`config.mk`:
```
export PLATFORM = sky130hd
export DESIGN_NAME = uart_dump_arbiter
export DESIGN_NICKNAME = d
export VERILOG_FILES = /design/src/rtl/uart_dump_pkg.sv /design/src/rtl/uart_dump_arbiter_rr_pick.sv /design/src/rtl/uart_dump_arbiter.sv
export SDC_FILE = /design/constraint.sdc
export NUM_CORES = 1
export LEC_CHECK = 0
export BUFFER_PORTS_ARGS = -buffer_cell sky130_fd_sc_hd__buf_2
export CAP_MARGIN = 10
export CELL_PAD_IN_SITES_DETAIL_PLACEMENT = 1
export CELL_PAD_IN_SITES_GLOBAL_PLACEMENT = 1
export CORE_MARGIN = 2
export CORE_UTILIZATION = 31
export CTS_CLUSTER_DIAMETER = 30
export DETAILED_ROUTE_END_ITERATION = 16
export PLACE_DENSITY = 0.81
export SLEW_MARGIN = 20
export SYNTH_ARGS = -nofsm -noshare
export SYNTH_HDL_FRONTEND = slang
export SYNTH_SLANG_ARGS = --single-unit
```
`constraint.sdc`:
```
create_clock -name clk -period 3.2 [get_ports clk]
set_input_delay 0.16 -clock clk [delete_from_list [all_inputs] [get_ports clk]]
set_output_delay 0.16 -clock clk [all_outputs]
set_load 0.02 [all_outputs]
```
`src/rtl/uart_dump_pkg.sv`:
```
// Shared definitions for the RAM-to-UART dump arbiter: FSM state encoding and default widths.
package uart_dump_pkg;

    localparam int unsigned ADDR_W_DEF = 15;
    localparam int unsigned DATA_W_DEF = 8;
    localparam int unsigned DUMP_LEN   = 2704;

    typedef enum logic [1:0] {
        ST_IDLE    = 2'd0,
        ST_RUN     = 2'd1,
        ST_RELEASE = 2'd2
    } state_t;

endpackage

```
`src/rtl/uart_dump_arbiter_rr_pick.sv`:
```
// Combinational round-robin selector: first set req bit at or above rr_ptr, wrapping.
module rr_pick #(
    parameter int unsigned N_REQ = 4,
    parameter int unsigned IDX_W = 2
) (
    input  logic [N_REQ-1:0] req,
    input  logic [IDX_W-1:0] rr_ptr,
    output logic [N_REQ-1:0] pick,
    output logic [IDX_W-1:0] index,
    output logic             valid
);

    logic [IDX_W:0] w_j;

    always_comb begin
        pick  = '0;
        index = '0;
        valid = 1'b0;
        w_j   = '0;
        for (int k = 0; k < int'(N_REQ); k++) begin
            w_j = {1'b0, rr_ptr} + (IDX_W+1)'(k);
            if (w_j >= (IDX_W+1)'(N_REQ)) begin
                w_j = w_j - (IDX_W+1)'(N_REQ);
            end
            if (!valid && req[w_j[IDX_W-1:0]]) begin
                valid                 = 1'b1;
                index                 = w_j[IDX_W-1:0];
                pick[w_j[IDX_W-1:0]]  = 1'b1;
            end
        end
    end

endmodule

```
`src/rtl/uart_dump_arbiter.sv`:
```
// Round-robin arbiter sharing one RAM-to-UART dump engine among N_REQ RAM requesters.
// Optional watchdog abort enabled by defining UART_DUMP_ARB_WATCHDOG_EN.
module uart_dump_arbiter
    import uart_dump_pkg::*;
#(
    parameter int unsigned N_REQ       = 4,
    parameter int unsigned ADDR_W      = ADDR_W_DEF,
    parameter int unsigned DATA_W      = DATA_W_DEF,
    parameter int unsigned TIMEOUT_CYC = 2000000
) (
    input  logic                    clk,
    input  logic                    reset,
    input  logic [N_REQ-1:0]        req,
    output logic [N_REQ-1:0]        gnt,
    output logic [N_REQ-1:0]        done,
    output logic [N_REQ-1:0]        err,
    output logic                    busy,
    output logic [ADDR_W-1:0]       ram_addr,
    input  logic [N_REQ*DATA_W-1:0] ram_rdata,
    output logic                    eng_start,
    input  logic                    eng_end,
    input  logic [ADDR_W-1:0]       eng_addr,
    output logic [DATA_W-1:0]       eng_data
);

    localparam int unsigned IDX_W = (N_REQ > 1) ? $clog2(N_REQ) : 1;

    state_t           r_state;
    logic [IDX_W-1:0] r_idx;
    logic [IDX_W-1:0] r_ptr;
    logic [N_REQ-1:0] r_gnt;
    logic [N_REQ-1:0] r_done;
    logic             r_start;
    logic             r_busy;

    logic [N_REQ-1:0] w_pick;
    logic [IDX_W-1:0] w_idx;
    logic             w_any;
    logic [IDX_W-1:0] w_next_ptr;
    logic             w_timeout;
    logic [DATA_W-1:0] w_sel;

    rr_pick #(
        .N_REQ (N_REQ),
        .IDX_W (IDX_W)
    ) u_rr_pick (
        .req    (req),
        .rr_ptr (r_ptr),
        .pick   (w_pick),
        .index  (w_idx),
        .valid  (w_any)
    );

    assign w_next_ptr = (r_idx == IDX_W'(N_REQ - 1)) ? '0 : r_idx + IDX_W'(1);

`ifdef UART_DUMP_ARB_WATCHDOG_EN
    localparam int unsigned CNT_W = ($clog2(TIMEOUT_CYC) > 0) ? $clog2(TIMEOUT_CYC) : 1;

    logic [CNT_W-1:0] r_cnt;
    logic [N_REQ-1:0] r_err;

    // Cycles spent in RUN; held at zero outside RUN so every grant starts fresh.
    always_ff @(posedge clk) begin
        if (reset || r_state != ST_RUN) begin
            r_cnt <= '0;
        end else begin
            r_cnt <= r_cnt + CNT_W'(1);
        end
    end

    assign w_timeout = (r_cnt == CNT_W'(TIMEOUT_CYC - 1));
    assign err       = r_err;
`else
    assign w_timeout = 1'b0;
    assign err       = '0;
`endif

    // Grant sequencer: IDLE picks, RUN waits for end/abort, RELEASE waits for engine to clear.
    always_ff @(posedge clk) begin
        if (reset) begin
            r_state <= ST_IDLE;
            r_idx   <= '0;
            r_ptr   <= '0;
            r_gnt   <= '0;
            r_done  <= '0;
            r_start <= 1'b0;
            r_busy  <= 1'b0;
`ifdef UART_DUMP_ARB_WATCHDOG_EN
            r_err   <= '0;
`endif
        end else begin
            r_done <= '0;
`ifdef UART_DUMP_ARB_WATCHDOG_EN
            r_err  <= '0;
`endif
            case (r_state)
                ST_IDLE: begin
                    if (w_any && !eng_end) begin
                        r_gnt   <= w_pick;
                        r_idx   <= w_idx;
                        r_start <= 1'b1;
                        r_busy  <= 1'b1;
                        r_state <= ST_RUN;
                    end
                end
                ST_RUN: begin
                    if (eng_end || !req[r_idx] || w_timeout) begin
                        r_gnt   <= '0;
                        r_start <= 1'b0;
                        r_ptr   <= w_next_ptr;
                        r_state <= ST_RELEASE;
                        if (eng_end) begin
                            r_done <= r_gnt;
                        end
`ifdef UART_DUMP_ARB_WATCHDOG_EN
                        else if (w_timeout) begin
                            r_err <= r_gnt;
                        end
`endif
                    end
                end
                ST_RELEASE: begin
                    if (!eng_end) begin
                        r_busy  <= 1'b0;
                        r_state <= ST_IDLE;
                    end
                end
                default: begin
                    r_gnt   <= '0;
                    r_start <= 1'b0;
                    r_busy  <= 1'b0;
                    r_state <= ST_IDLE;
                end
            endcase
        end
    end

    assign w_sel     = ram_rdata[r_idx*DATA_W +: DATA_W];
    assign eng_data  = (|r_gnt) ? w_sel : '0;
    assign ram_addr  = eng_addr;
    assign gnt       = r_gnt;
    assign done      = r_done;
    assign busy      = r_busy;
    assign eng_start = r_start;

endmodule

```
==> results.toml, run 1 <==
[job]
max-cap-violations = 0

[timing]
setup_viol = 0
maxSlewHeadroom_pct = 63.7
timing.clock.skew_ns = 0.00411
fmax_ghz = 0.457
final_sum_of_negative_setup_slack_ns = 0
finalWorstSetupSlack_ns = 1.01
timing_worst_slew_pin_value_ns = 0.540
timing_max_transition_violations_final = 0
rsz_0062_raised_after_global_routing = "false"
timing.final.crit_period_ns = 2.19
final-hold-violation-count = 0
final.period_utilization_pct = 68.3

[global_routing]
grt_antenna_before_repair = 0
grt_remaining_overflow = 0
first_global_vias = 1443
grt_first_pass_wirelength_um = 6960
pin_count_of_the_biggest_net_entering_global_routing = 16
grt.total_usage_pct = 14.7

[finish]
finalNonFillerCells = 284
design.final.nets = 278
finalInstanceArea_um2 = 1830
synth_to_final_area_change_pct = 13.4
drive_above_1_share_pct = 39.3
mostFrequentLayoutCell = "buf_2"
num_antenna_cells = 0
most-common-layout-cells = "buf_2, dfxtp_1, nand2_1"

[drt]
antenna_left = 0
detailedRoute.firstIterationViolations = 23
firstDrtPassIters = 4
avgViaCountPerCell = 5.18
drt_wl_total_um = 4370
wire_per_inst_um = 15.4
drc = 0
route.vias.total = 1471

[worst_hold_path]
hold_path.class = "in -> reg"

[placed_design]
dp_cells = 281
io_buffer_count = 56
dp_hpwl_um = 3450
gp_congestion = 0.775
placed_area_um2 = 1790
pre_cts_slack_ns = 1.04

[logic_synthesis]
number_of_enable_type_register_cells_in_the_synthesized_netlist = 0
synth-seq-area-share_pct = 19.8
synth.distinct_cells = 42
synth_flop_cell = "dfxtp_1"
synthesized_area_per_cell_um2 = 9.12
synth_seq_cells = 16
synth.yosys.warnings = 0
netlist_area_um2 = 1610
synthArstFlopShare_pct = 0
postSynthCellCount = 177

[cts]
cts_num_sinks = 16
cts_buffer_depth = 2
cts_buffers = 3
cts_post_setup_buffers_inserted = 0
clockRootBuffer = "clkbuf_8"
clock_tree_from_tritoncts = "yes"
cts_hold_buf = 0
ctsResizeCount = 0
clk_latency_ns = 0.25
cts_max_level = 1
clkSlewWorstSetupHoldPaths_ns = 0.06

[die]
fp.dieH_um = 76.2
initial_core_utilization_pct = 31.8
core_footprint_um2 = 5070
die-area_um2 = 5800
placementRows = 26
dieWidth_um = 76.2
floorplan.io_pins = 91

[critical_path]
cp_max_fo = 10
timing.critical_path.required_ns = 3.33
worstPathArrival_ns = 2.32
worstSetupStartpointType = "flop"
crit_type = "reg -> reg"
setup.worst_path.end_class = "flop"

[power]
leakagePower_nw = 0.771
vdd_ir_drop_max_mv = 0.121
p_per_area_nw_per_um2 = 346

[status]
outcome = "finished clean"
[logic make-up after synthesis]
kind of cell	share of synthesized area (%)
mux	18.6
other cells	0.232
fa+ha+maj	6.20
buf+inv	16.4
flops	19.8
compound gates	19.3
simple gates	19.5
[final cells by class]
type / instances / area, um^2
well taps: 70 / 87.6
fillers: 651 / 3240
clock buffers: 3 / 41.3
multi-input cells: 127 / 1040
flip-flops and latches: 16 / 320
inverters: 8 / 30.0
repair buffers: 60 / 310
[per-stage QoR]
stage | power (mW) | hold slack, ns | util [%]
finish | 0.633 | 0.151 | 36.1
global route | 0.670 | 0.161 | 36.1
CTS | 0.639 | 0.149 | 36.1
detailed placement | 0.487 | 0.320 | 35.3
global placement | 0.478 | 0.320 | 35.3
floorplan | 0.440 | 0.239 | -
[where the power goes]
part / leakage, nW / switching, mW / internal [mW]
sequential: 0.131 / 0.0141 / 0.211
clock: 0.0216 / 0.0685 / 0.0836
combinational: 0.619 / 0.142 / 0.114
total: 0.771 / 0.225 / 0.409
[sequential cells by signal (all words and copies together) (netlist names)]
| name | count |
|---|---|
| r_state | 2 |
| busy | 1 |
| r_idx | 2 |
| gnt | 4 |
| r_ptr | 2 |
| eng_start | 1 |
| done | 4 |
[routing by layer]
| layer | GRT usage [%] | wire length, um | vias to the layer above |
|---|---|---|---|
| met3 | 2.37 | 154 | 11 |
| met1 | 16.9 | 1770 | 724 |
| met2 | 27.1 | 2340 | 35 |
| met5 | 0 | 0 | - |
| met4 | 5.82 | 97 | 0 |
| li1 | - | - | 701 |
[synthesized netlist by cell type, drive strengths merged, types with 3 or more instances]
cell type  count  area, um^2
and2           4        25.0
nand2         13        48.8
a32oi          4        35.0
mux4          12         270
a2bb2oi        4        35.0
buf           27         206
nand2b         3        18.8
o21ai          6        30.0
o22ai          3        18.8
nor4           4        25.0
a21oi         10        53.8
mux2i          3        30.0
dfxtp         16         320
ha             8         100
nor2          10        37.5
nor2b          9        63.8
a31oi          3        18.8
nand3          4        20.0
a221o          4        40.0
inv            8        30.0
nor3           3        15.0
[final timing paths]
check	slack, ns	from	to	depth (start not counted)
max	1.01	r_ptr[1]	gnt[1]	6
min	0.15	eng_end	r_state[0]	2
min reg2reg	0.49	eng_start	eng_start	2
max reg2reg	1.01	r_ptr[1]	gnt[1]	6
[critical path: stages (launching register included)]
cell,delay [ns]
dfxtp_1,0.35
inv_1,0.13
ha_1,0.47
mux4_2,0.45
a221o_1,0.37
a32oi_1,0.20
o21ai_1,0.09
Note: power is estimated with default switching activity, not from simulation.
==> inputs of run 2 (changes only) <==
Clock period 3.2 ns to 2.2 ns, I/O delays scaled along.
==> results.toml, run 2 (synthesized netlist as in run 1, its figures left out) <==
[status]
outcome = "finished clean"

[global_routing]
grt_antenna_before_repair = 0
pin_count_of_the_biggest_net_entering_global_routing = 16
grt_first_pass_wirelength_um = 7280
grt_remaining_overflow = 0
grt.total_usage_pct = 15.2
first_global_vias = 1546

[critical_path]
worstPathArrival_ns = 2.22
r2r-end = "gnt[2]"
timing.critical_path.required_ns = 2.34
reg2reg_setup_slack_ns = 0.12
crit_type = "reg -> reg"
setup.worst_path.end_class = "flop"
worstSetupStartpointType = "flop"
origin_of_the_worst_setup_path = "r_ptr[1]"
worstSetupEndpoint = "gnt[2]"
reg2regPathDepth = 6
worst_r2r_startpoint = "r_ptr[1]"
cp_max_fo = 10

[timing]
final_sum_of_negative_setup_slack_ns = 0
fmax_ghz = 0.480
final.period_utilization_pct = 94.7
maxSlewHeadroom_pct = 66.5
timing_max_transition_violations_final = 0
timing_worst_slew_pin_value_ns = 0.497
timing.clock.skew_ns = 0.00332
final-hold-violation-count = 0
setup_viol = 0
finalWorstSetupSlack_ns = 0.117
fin_hold_ws_ns = 0.0977
rsz_0062_raised_after_global_routing = "false"
timing.final.crit_period_ns = 2.08

[worst_hold_path]
hold_path.class = "in -> reg"

[finish]
most-common-layout-cells = "buf_2, dfxtp_1, nand2_1"
drive_above_1_share_pct = 40.8
synth_to_final_area_change_pct = 15.7
num_antenna_cells = 0
finalNonFillerCells = 288
mostFrequentLayoutCell = "buf_2"
design.final.nets = 281

[drt]
avgViaCountPerCell = 5.16
antenna_left = 0
wire_per_inst_um = 15.4
firstDrtPassIters = 4
route.vias.total = 1485
detailedRoute.firstIterationViolations = 63
drc = 0
drt_wl_total_um = 4440

[cts]
clockRootBuffer = "clkbuf_8"
clk_latency_ns = 0.26
cts_post_setup_buffers_inserted = 0
cts_buffers = 3
clock_tree_from_tritoncts = "yes"
cts_max_level = 1
ctsResizeCount = 0
cts_hold_buf = 0
cts_num_sinks = 16
cts_buffer_depth = 2
clkSlewWorstSetupHoldPaths_ns = 0.07

[placed_design]
io_buffer_count = 56
pre_cts_slack_ns = 0.178
gp_congestion = 0.789
dp_hpwl_um = 3420
dp_cells = 284

[job]
max-cap-violations = 0

[die]
floorplan.io_pins = 91
initial_core_utilization_pct = 31.8
placementRows = 26
fp.dieH_um = 76.2
core_footprint_um2 = 5070
die-area_um2 = 5800
dieWidth_um = 76.2

[power]
p_per_area_nw_per_um2 = 523
leakagePower_nw = 0.793
vdd_ir_drop_max_mv = 0.172
run 2: how the worst min path moves through the flow:
stage	cells after the start	slack, ns	end	from
after global routing	2	0.12	r_state[0]	eng_end
after global placement	0	0.22	ram_addr[11]	eng_addr[11]
after floorplan	1	0.19	r_state[0]	eng_end
final	2	0.1	r_state[0]	eng_end
after detailed placement	0	0.22	ram_addr[11]	eng_addr[11]
after CTS	2	0.09	r_state[0]	eng_end
run 2: final cells by class:
class	instances	area [um^2]
fillers	650	3210
multi-input cells	127	1040
repair buffers	63	333
flip-flops and latches	16	322
well taps	70	87.6
clock buffers	4	55.1
inverters	8	30.0
run 2: layer usage:
layer | share of wire, % | wire length, um | global-route usage [%] | vias to the layer above
met2 | 53 | 2350 | 28.4 | 30
li1 | - | - | - | 710
met1 | 42 | 1890 | 17.9 | 740
met4 | 1.2 | 54 | 5.45 | 0
met5 | 0 | 0 | 0 | -
met3 | 3.4 | 152 | 1.66 | 5
run 2: worst max-delay path: stages (launching register included):
cell     delay (ns)
dfxtp_1        0.33
inv_1          0.06
ha_1           0.44
mux4_2         0.44
a221o_1        0.37
a32oi_1        0.22
o21ai_1        0.10
run 2: metrics by stage:
step / total power [mW] / instance area [um^2] / util [%]
after floorplan: 0.641 / 1630 / -
after global placement: 0.699 / 1810 / 35.7
after detailed placement: 0.710 / 1810 / 35.7
after CTS: 0.983 / 1870 / 36.8
after global routing: 1.03 / 1870 / 36.8
final: 0.978 / 1870 / 36.8
run 2: report_power, final:
| group | leakage, nW | switching [mW] | internal, mW |
|---|---|---|---|
| sequential | 0.131 | 0.0174 | 0.307 |
| combinational | 0.633 | 0.210 | 0.170 |
| clock | 0.0288 | 0.114 | 0.159 |
| total | 0.793 | 0.342 | 0.636 |
